`src/rtl/mem_access_pkg.sv`:
```
// ============================================================================
//  Packages : common, pipes
//  Shared data-bus and pipeline record types for the memory stage.
//  Revision : 1.0 - initial release
// ============================================================================
`default_nettype none

package common;

  typedef enum logic [1:0] {
    MSIZE1 = 2'b00,
    MSIZE2 = 2'b01,
    MSIZE4 = 2'b10,
    MSIZE8 = 2'b11
  } msize_t;

  typedef struct packed {
    logic        valid;
    logic [63:0] addr;
    msize_t      size;
    logic [7:0]  strobe;
    logic [63:0] data;
  } dbus_req_t;

  typedef struct packed {
    logic        addr_ok;
    logic        data_ok;
    logic [63:0] data;
  } dbus_resp_t;

  // Byte-lane mask of an aligned access of the given size, before lane shift.
  function automatic logic [7:0] size_mask(input msize_t size);
    logic [7:0] mask;
    case (size)
      MSIZE1:  mask = 8'h01;
      MSIZE2:  mask = 8'h03;
      MSIZE4:  mask = 8'h0F;
      default: mask = 8'hFF;
    endcase
    return mask;
  endfunction

endpackage

package pipes;

  typedef enum logic [2:0] {
    NOP    = 3'd0,
    ADD    = 3'd1,
    SUB    = 3'd2,
    LD     = 3'd3,
    SD     = 3'd4,
    BRANCH = 3'd5
  } decoded_op_t;

  typedef enum logic [1:0] {
    NOERROR  = 2'd0,
    ILLEGAL  = 2'd1,
    MISALIGN = 2'd2
  } error_t;

  typedef struct packed {
    decoded_op_t op;
    logic [2:0]  funct3;
    logic        regwrite;
  } control_t;

  typedef struct packed {
    logic        valid;
    logic [63:0] pc;
    control_t    ctl;
    logic [4:0]  dst;
    logic [63:0] result;
    logic [63:0] srcb;
    error_t      error;
  } execute_data_t;

  typedef struct packed {
    logic        valid;
    logic [63:0] pc;
    control_t    ctl;
    logic [4:0]  dst;
    logic [63:0] result;
    error_t      error;
  } memory_data_t;

  function automatic memory_data_t to_memory(input execute_data_t e);
    memory_data_t m;
    m.valid  = e.valid;
    m.pc     = e.pc;
    m.ctl    = e.ctl;
    m.dst    = e.dst;
    m.result = e.result;
    m.error  = e.error;
    return m;
  endfunction

endpackage

`default_nettype wire

```
`src/rtl/mem_access_align.sv`:
```
// ============================================================================
//  Module   : mem_align
//  Extracts the addressed lanes of a 64-bit load and sign/zero-extends them.
//  Revision : 1.0 - initial release
// ============================================================================
`default_nettype none

module mem_align
  import common::*;
(
  input  logic [63:0] raw_i,
  input  logic [2:0]  addr_i,
  input  logic [2:0]  funct3_i,
  output logic [63:0] result_o
);

  logic [63:0] w_shifted;
  logic        w_unsigned;

  assign w_shifted  = raw_i >> {addr_i, 3'b000};
  assign w_unsigned = funct3_i[2];

  always_comb begin
    result_o = w_shifted;
    case (msize_t'(funct3_i[1:0]))
      MSIZE1: result_o = w_unsigned ? {56'd0, w_shifted[7:0]}
                                    : {{56{w_shifted[7]}}, w_shifted[7:0]};
      MSIZE2: result_o = w_unsigned ? {48'd0, w_shifted[15:0]}
                                    : {{48{w_shifted[15]}}, w_shifted[15:0]};
      MSIZE4: result_o = w_unsigned ? {32'd0, w_shifted[31:0]}
                                    : {{32{w_shifted[31]}}, w_shifted[31:0]};
      default: result_o = w_shifted;
    endcase
  end

endmodule

`default_nettype wire

```
`src/rtl/mem_access.sv`:
```
// ============================================================================
//  Module   : mem_access
//  Memory stage: issues one data-bus request per LD/SD and returns the result.
//  Revision : 1.0 - initial release
// ============================================================================
`default_nettype none

module mem_access
  import common::*;
  import pipes::*;
(
  input  logic          clk,
  input  logic          reset,
  input  execute_data_t dataE,
  input  logic          flushall,
  output dbus_req_t     dreq,
  input  dbus_resp_t    dresp,
  output memory_data_t  dataM,
  output logic          stallm
);

  typedef enum logic [1:0] {
    IDLE = 2'd0,
    BUSY = 2'd1,
    DONE = 2'd2
  } state_t;

  state_t      state_q,  state_d;
  logic [63:0] addr_q,   addr_d;
  msize_t      size_q,   size_d;
  logic [7:0]  strobe_q, strobe_d;
  logic [63:0] wdata_q,  wdata_d;
  logic [2:0]  funct3_q, funct3_d;
  logic        store_q,  store_d;
  logic        kill_q,   kill_d;
  logic [63:0] rdata_q,  rdata_d;

  logic        is_mem;
  logic [63:0] load_ext;
  logic        unused_addr_ok;

  // Only data_ok advances the transaction; addr_ok carries no state here.
  assign unused_addr_ok = dresp.addr_ok;

  assign is_mem = dataE.valid && (dataE.error == NOERROR) &&
                  ((dataE.ctl.op == LD) || (dataE.ctl.op == SD));

  mem_align u_align (
    .raw_i    (dresp.data),
    .addr_i   (addr_q[2:0]),
    .funct3_i (funct3_q),
    .result_o (load_ext)
  );

  always_comb begin
    state_d  = state_q;
    addr_d   = addr_q;
    size_d   = size_q;
    strobe_d = strobe_q;
    wdata_d  = wdata_q;
    funct3_d = funct3_q;
    store_d  = store_q;
    kill_d   = kill_q;
    rdata_d  = rdata_q;

    dreq.valid  = 1'b0;
    dreq.addr   = addr_q;
    dreq.size   = size_q;
    dreq.strobe = strobe_q;
    dreq.data   = wdata_q;
    dataM       = to_memory(dataE);
    stallm      = 1'b0;

    case (state_q)
      IDLE: begin
        kill_d = 1'b0;
        if (is_mem) begin
          dataM.valid = 1'b0;
          stallm      = 1'b1;
          if (!flushall) begin
            state_d  = BUSY;
            addr_d   = dataE.result;
            size_d   = msize_t'(dataE.ctl.funct3[1:0]);
            strobe_d = size_mask(msize_t'(dataE.ctl.funct3[1:0])) << dataE.result[2:0];
            wdata_d  = dataE.srcb << {dataE.result[2:0], 3'b000};
            funct3_d = dataE.ctl.funct3;
            store_d  = (dataE.ctl.op == SD);
          end
        end
      end

      BUSY: begin
        dreq.valid  = 1'b1;
        dataM.valid = 1'b0;
        stallm      = 1'b1;
        if (flushall) begin
          kill_d = 1'b1;
        end
        if (dresp.data_ok) begin
          state_d = DONE;
          rdata_d = store_q ? addr_q : load_ext;
        end
      end

      DONE: begin
        // Upstream still holds this record; release it without re-issuing.
        dataM.valid  = !kill_q && !flushall;
        dataM.result = rdata_q;
        if (store_q) begin
          dataM.ctl.regwrite = 1'b0;
        end
        state_d = IDLE;
        kill_d  = 1'b0;
      end

      default: begin
        state_d = IDLE;
      end
    endcase
  end

  always_ff @(posedge clk) begin
    if (reset) begin
      state_q  <= IDLE;
      addr_q   <= '0;
      size_q   <= MSIZE1;
      strobe_q <= '0;
      wdata_q  <= '0;
      funct3_q <= '0;
      store_q  <= 1'b0;
      kill_q   <= 1'b0;
      rdata_q  <= '0;
    end else begin
      state_q  <= state_d;
      addr_q   <= addr_d;
      size_q   <= size_d;
      strobe_q <= strobe_d;
      wdata_q  <= wdata_d;
      funct3_q <= funct3_d;
      store_q  <= store_d;
      kill_q   <= kill_d;
      rdata_q  <= rdata_d;
    end
  end

endmodule

`default_nettype wire
```
`config.mk`:
```
export PLATFORM = sky130hd
export DESIGN_NAME = mem_access
export DESIGN_NICKNAME = d
export VERILOG_FILES = /design/src/rtl/mem_access_pkg.sv /design/src/rtl/mem_access_align.sv /design/src/rtl/mem_access.sv
export SDC_FILE = /design/constraint.sdc
export NUM_CORES = 1
export LEC_CHECK = 0
export ABC_CLOCK_PERIOD_IN_PS = 2400
export BUFFER_PORTS_ARGS = -buffer_cell sky130_fd_sc_hd__buf_2
export CAP_MARGIN = 20
export CORE_AREA = 2 2 216 218
export DETAILED_ROUTE_END_ITERATION = 12
export DIE_AREA = 0 0 218 220
export GPL_TIMING_DRIVEN = 0
export PLACE_DENSITY = 0.64
export SETUP_SLACK_MARGIN = 0.05
export SKIP_CTS_REPAIR_TIMING = 1
export SLEW_MARGIN = 20
export SYNTH_ARGS = -nofsm -noshare
export SYNTH_HDL_FRONTEND = slang
export SYNTH_SLANG_ARGS = --single-unit
```
`constraint.sdc`:
```
create_clock -name clk -period 2.4 [get_ports clk]
set_input_delay 0.12 -clock clk [delete_from_list [all_inputs] [get_ports clk]]
set_output_delay 0.12 -clock clk [all_outputs]
set_load 0.01 [all_outputs]
```
* Word-level counts from Yosys, hierarchy flattened
Index checks and enable logic that the tools add are counted.
** Word-level totals
- Input bits :: 276
- Logic and storage cells :: 64
- Register bits :: 209
- Output and inout port bits :: 283
** Cells by class
- Equal/unequal tests :: 12
- Mux-type cells :: 23
- Bitwise logic cells :: 1
- Shift-type cells :: 3
- Reduce and logical (&&, ||, !) cells :: 16
** Operators by type and width (number)
- $mux W64 :: 5
- $pmux W64 S3 :: 1
- $shl A64 B6 Y64 :: 1
- $shr A64 B6 Y64 :: 1
- $mux W8 :: 3
- $pmux W8 S3 :: 1
- $logic_not A2 Y1 :: 4
- $ne A2 B2 Y1 const B :: 4
- $shl A8 B3 Y8 :: 1
- $eq A2 B1 Y1 const B :: 3
- $eq A2 B2 Y1 const B :: 3
- $mux W1 :: 6
- $mux W2 :: 3
- $reduce_and A3 Y1 :: 2
- $pmux W1 S2 :: 2
- $pmux W2 S2 :: 1
- $reduce_and A2 Y1 :: 2
- $eq A3 B2 Y1 const B :: 1
- $eq A3 B3 Y1 const B :: 1
- $logic_and A1 B1 Y1 :: 3
- $pmux W1 S3 :: 1
- $logic_not A1 Y1 :: 2
- $reduce_bool A2 Y1 :: 1
- $reduce_or A2 Y1 :: 1
- other kinds (2) :: 2

* Longest topological paths before layout
- Depth after elaboration :: 6
- Depth in mapped cells :: 9
- Gate-level depth less buffers :: 5

* By module
From an unflattened synthesis, not the netlist that was laid out.
** Unflattened totals
- Cell total of the unflattened synthesis :: 1492
- Area total of the unflattened synthesis :: 13098.8 sq um
** By module, submodules not included
- mem_access :: seq. area each 4144.0 sq um, instances 1, area an instance 10799.1 sq um, cells each 1228
- mem_align :: seq. area each 0.0 sq um, instances 1, area an instance 2299.7 sq um, cells each 264

* Worst setup path before layout
OpenSTA, ideal clock, no wires.
- Kind :: reg2reg
- Start point :: register addr_q[1]
- End point :: register rdata_q[38]
- Data required time :: 2.248 ns
- Buffers on the path :: 2
- Slack :: 0.233 ns
- Cell stages (with the launch flop) :: 8
- Period minus slack after synthesis :: 2.167 ns
- Arrival time :: 2.016 ns
- Setup time :: 0.152 ns
- Cells stage by stage :: dfxtp_1 -> buf_4 -> nor2b_1 -> a2111oi_1 -> o41ai_4 -> a211oi_4 -> buf_6 -> a221oi_2
** On the way
- Word-level cells in the longest chain between the ends :: 4
- Elaborated cells on any way between the ends :: 6
- Those cells by class :: shift (1); mux (5)
** RTL lines
- from (decl) :: RTL line mem_access.sv:29 : logic [63:0] addr_q, addr_d;
- from (signal assigned) :: RTL line mem_access.sv:135 : addr_q <= addr_d;
- $shr A64 B6 Y64 (*) :: RTL line mem_access_align.sv:20 : assign w_shifted = raw_i >> {addr_i, 3'b000};
- $mux W64, on equally long branches :: RTL line mem_access_align.sv:30, mem_access_align.sv:26, mem_access_align.sv:28
- $pmux W64 S3 (*) :: RTL line mem_access_align.sv:25 : case (msize_t'(funct3_i[1:0]))
- $mux W64 (*) :: RTL line mem_access.sv:101 : rdata_d = store_q ? addr_q : load_ext;
- to (signal assigned) :: RTL line mem_access.sv:142 : rdata_q <= rdata_d;
- to (decl) :: RTL line mem_access.sv:36 : logic [63:0] rdata_q, rdata_d;
Every way passes the cells marked *; elsewhere a longest branch is shown, timed or not.
A chain may end at the register's enable or synchronous reset.

* Worst setup path in the final report
- Start point :: register addr_q[0]
- End point :: register rdata_q[23]
The elaborated chain is that of the path after synthesis.

==> out/summary.json <==
{
  "clock_network": {
    "tritoncts": "yes",
    "tritoncts.num_buffers": 26,
    "cts-root-to-sink-buffers": 3,
    "cts.reportedPaths.clkPinSlew_ns": 0.06,
    "clock_latency_ns": 0.55,
    "cts_root_buffer": "clkbuf_16",
    "cts_max_level": 1,
    "tritoncts_num_sinks": 207
  },
  "final_layout": {
    "multiInputGateArea_sq_um": 7540,
    "layout.filler_cells": 4750,
    "area_growth_syn_to_layout_pct": 40.8,
    "design.final.nets": 2413,
    "area.sequential_sq_um": 4150,
    "final_layout_size_suffix_gt1_frac": 0.398
  },
  "placed_design": {
    "io_buffers": 485,
    "placer_s_final_routability_congestion_estimate": 0.957,
    "dpl.hpwl_mm": 57.4
  },
  "synthesis": {
    "synth_nets": 1818,
    "number_of_synthesized_flops_with_an_enable_pin": 0,
    "synth.top_cell.area_share": 0.323,
    "synth-warning-count": 0,
    "synth-seq-area-share": 0.323,
    "cell_type_contributing_the_most_total_cell_area_after_synthesis": "dfxtp_1",
    "syn_avg_cell_area_sq_um": 8.32,
    "synthesis.instances": 1542,
    "synth-seq-cells": 207,
    "postSynth.asyncResetShare": 0,
    "ys_types": 55,
    "syn-cell-area_sq_um": 12800,
    "post_synth_main_area_contributors": "dfxtp_1 (32%), nand2_1 (7.7%), mux2_2 (7.7%)",
    "synthFlopType": "dfxtp_1"
  },
  "floorplan": {
    "die_area_sq_um": 48000,
    "floorplan.initialDensity": 0.280,
    "num_rows": 79,
    "die_y_um": 220,
    "dieWidth_um": 218,
    "core_area_sq_um": 45900,
    "design.portCount": 559
  },
  "sta": {
    "min_period_ns": 2.33,
    "tightest_slew_ns": 1.10,
    "final-max-slew-violation-count": 0,
    "timing.final.crit_share": 0.970,
    "final-hold-violation-count": 1,
    "maximum_clock_frequency_ghz": 0.429,
    "skew_ns": 0.0163,
    "hold-worst-slack_ns": -0.00275,
    "final-setup-viol-count": 0,
    "setup_repair_after_global_routing_missed_its_margin": "true",
    "slew_headroom": 0.268
  },
  "run_status": {
    "violations": "hold timing",
    "outcome": "finished with violations"
  },
  "setup_path": {
    "setup.worst_path.end_class": "register",
    "reg2reg_slack_ns": 0.07,
    "critPathLaunchType": "register",
    "timing_worst_setup_path_type": "reg2reg",
    "worstPathMaxFanout": 10,
    "worst_ep_arrival_time_ns": 2.78,
    "reg2regPathDepth": 7,
    "endpoint_required_time_on_the_critical_path_ns": 2.85
  },
  "power": {
    "p_total_mw": 9.20,
    "cellPowerDensity_nw_per_um2": 509,
    "leakagePower_nw": 7.34,
    "ir_worst_vdd_mv": 0.455
  },
  "grt": {
    "grtUsageTotal": 0.284,
    "first_global_vias": 14000,
    "first_pass_grt_wire_length_mm": 98.6,
    "overflow_after_grt": 0,
    "number_of_antenna_violations_at_the_first_check_in_global_routing": 11,
    "grt_max_degree": 13
  },
  "drt": {
    "detail_route.iter0.violations": 1150,
    "routed_wl_mm": 72.2,
    "drtAntennaViolNets": 0,
    "vias_per_cell": 5.34,
    "vias": 14800,
    "firstDrtPassIters": 5,
    "drc_violations": 0,
    "wire_per_inst_um": 26.1
  },
  "min_path": {
    "min_path_type": "in2reg",
    "hold_path_cells": 3
  },
  "job": {
    "number_of_max_cap_violations": 0
  }
}
## registers in the layout, summed over array words and instances (netlist names)
name / count
strobe_q: 8
wdata_q: 64
funct3_q: 2
store_q: 1
kill_q: 1
addr_q: 64
rdata_q: 64
size_q: 1
state_q: 2
## power by group
| part | switching, mW | leakage (nW) | internal, mW |
|---|---|---|---|
| sequential | 0.0181 | 1.67 | 3.46 |
| clock | 1.62 | 0.427 | 2.51 |
| combinational | 0.893 | 5.24 | 0.696 |
| total | 2.53 | 7.34 | 6.66 |
## path summary, 6_finish.rpt
path / startpoint / to
worst max-delay path: addr_q[0] / rdata_q[23]
worst min-delay path: dataE[137] / funct3_q[1]
worst max register to register: addr_q[0] / rdata_q[23]
worst min register to register: wdata_q[23] / wdata_q[23]
## logic make-up (layout without fill, tap and decap cells)
kind of cell | Yosys count | count (layout) | synth area share
AND/OR/NAND/NOR | 460 | 460 | 0.156
other | 0 | 6 | 0
buffers and inverters | 241 | 852 | 0.0987
multiplexers | 196 | 196 | 0.196
AO/OA/AOI/OAI | 438 | 438 | 0.227
flip-flops | 207 | 207 | 0.323
## layout make-up
type / instances / share of cell area
Clock inverter: 11 / 0.00936
Tap cell: 607 / 0.0421
Timing Repair Buffer: 569 / 0.182
Buffer: 219 / 0.0748
Sequential cell: 207 / 0.230
Clock buffer: 33 / 0.0392
Antenna cell: 6 / 0.000832
Multi-Input combinational cell: 1094 / 0.417
Inverter: 20 / 0.00416
## per-stage QoR
stage	instances	area [sq um]	util	setup WS, ns	setup TNS [ns]
floorplan	1542	12800	-	0.233	0
global placement	2634	16000	0.349	-1.03	-108.93
detailed placement	2634	16000	0.349	-1.02	-111.16
CTS	2678	16900	0.368	-1.42	-108.60
global route	2764	18000	0.393	0.0516	0
finish	2766	18100	0.394	0.0714	0
## synthesized netlist by cell type (all sizes together), types with 2 or more instances
| cell type | n |
|---|---|
| and2 | 4 |
| nor2b | 16 |
| and3b | 2 |
| or3 | 28 |
| a211o | 3 |
| nor2 | 72 |
| mux4 | 35 |
| inv | 20 |
| a22oi | 17 |
| nand4 | 2 |
| o211ai | 8 |
| o21ai | 97 |
| nor3b | 3 |
| o31a | 2 |
| nand2 | 264 |
| clkbuf | 105 |
| a221o | 8 |
| buf | 116 |
| a2111oi | 2 |
| a221oi | 37 |
| o22ai | 11 |
| dfxtp | 207 |
| a211oi | 50 |
| a21oi | 162 |
| a31oi | 5 |
| nand3 | 28 |
| mux2i | 73 |
| nand2b | 5 |
| nor4 | 3 |
| or2 | 3 |
| mux2 | 88 |
| a21o | 8 |
| a32oi | 6 |
| and3 | 5 |
| a2bb2oi | 6 |
| a311oi | 8 |
| nor3 | 22 |
## critical path: stages (launching register included)
cell	delay, ns
dfxtp_1	0.44
buf_4	0.27
buf_4	0.26
buf_4	0.27
nor2_1	0.09
a211oi_1	0.33
o21ai_0	0.27
a311oi_1	0.31
## per-layer routing
layer,track usage,vias up,wire [um]
met5,0,-,50
met4,0.0875,8,2120
met3,0.0658,109,6360
met2,0.503,800,35400
met1,0.339,7129,28200
li1,-,6721,-
## layout by cell type, fill, tap and decap left out, types with 6 or more instances in the layout
cell	instances
a32oi_1	6
or3_1	28
mux2i_1	71
a221oi_2	23
dfxtp_1	205
a221oi_1	14
o22ai_1	10
a21oi_1	162
clkbuf_1	70
clkbuf_16	28
dlygate4sd3_1	74
buf_2	496
inv_1	19
o21ai_0	93
a311oi_1	8
buf_4	94
clkbuf_2	33
a221o_1	8
clkbuf_4	6
nor2b_1	15
mux2_2	88
nor3_1	19
mux4_2	35
nand3_1	28
nor2_1	69
a2bb2oi_1	6
a22oi_1	17
diode_2	6
o211ai_1	8
buf_6	9
a21o_1	8
nand2_1	262
a211oi_1	47
(Power assumes the default switching activity.)
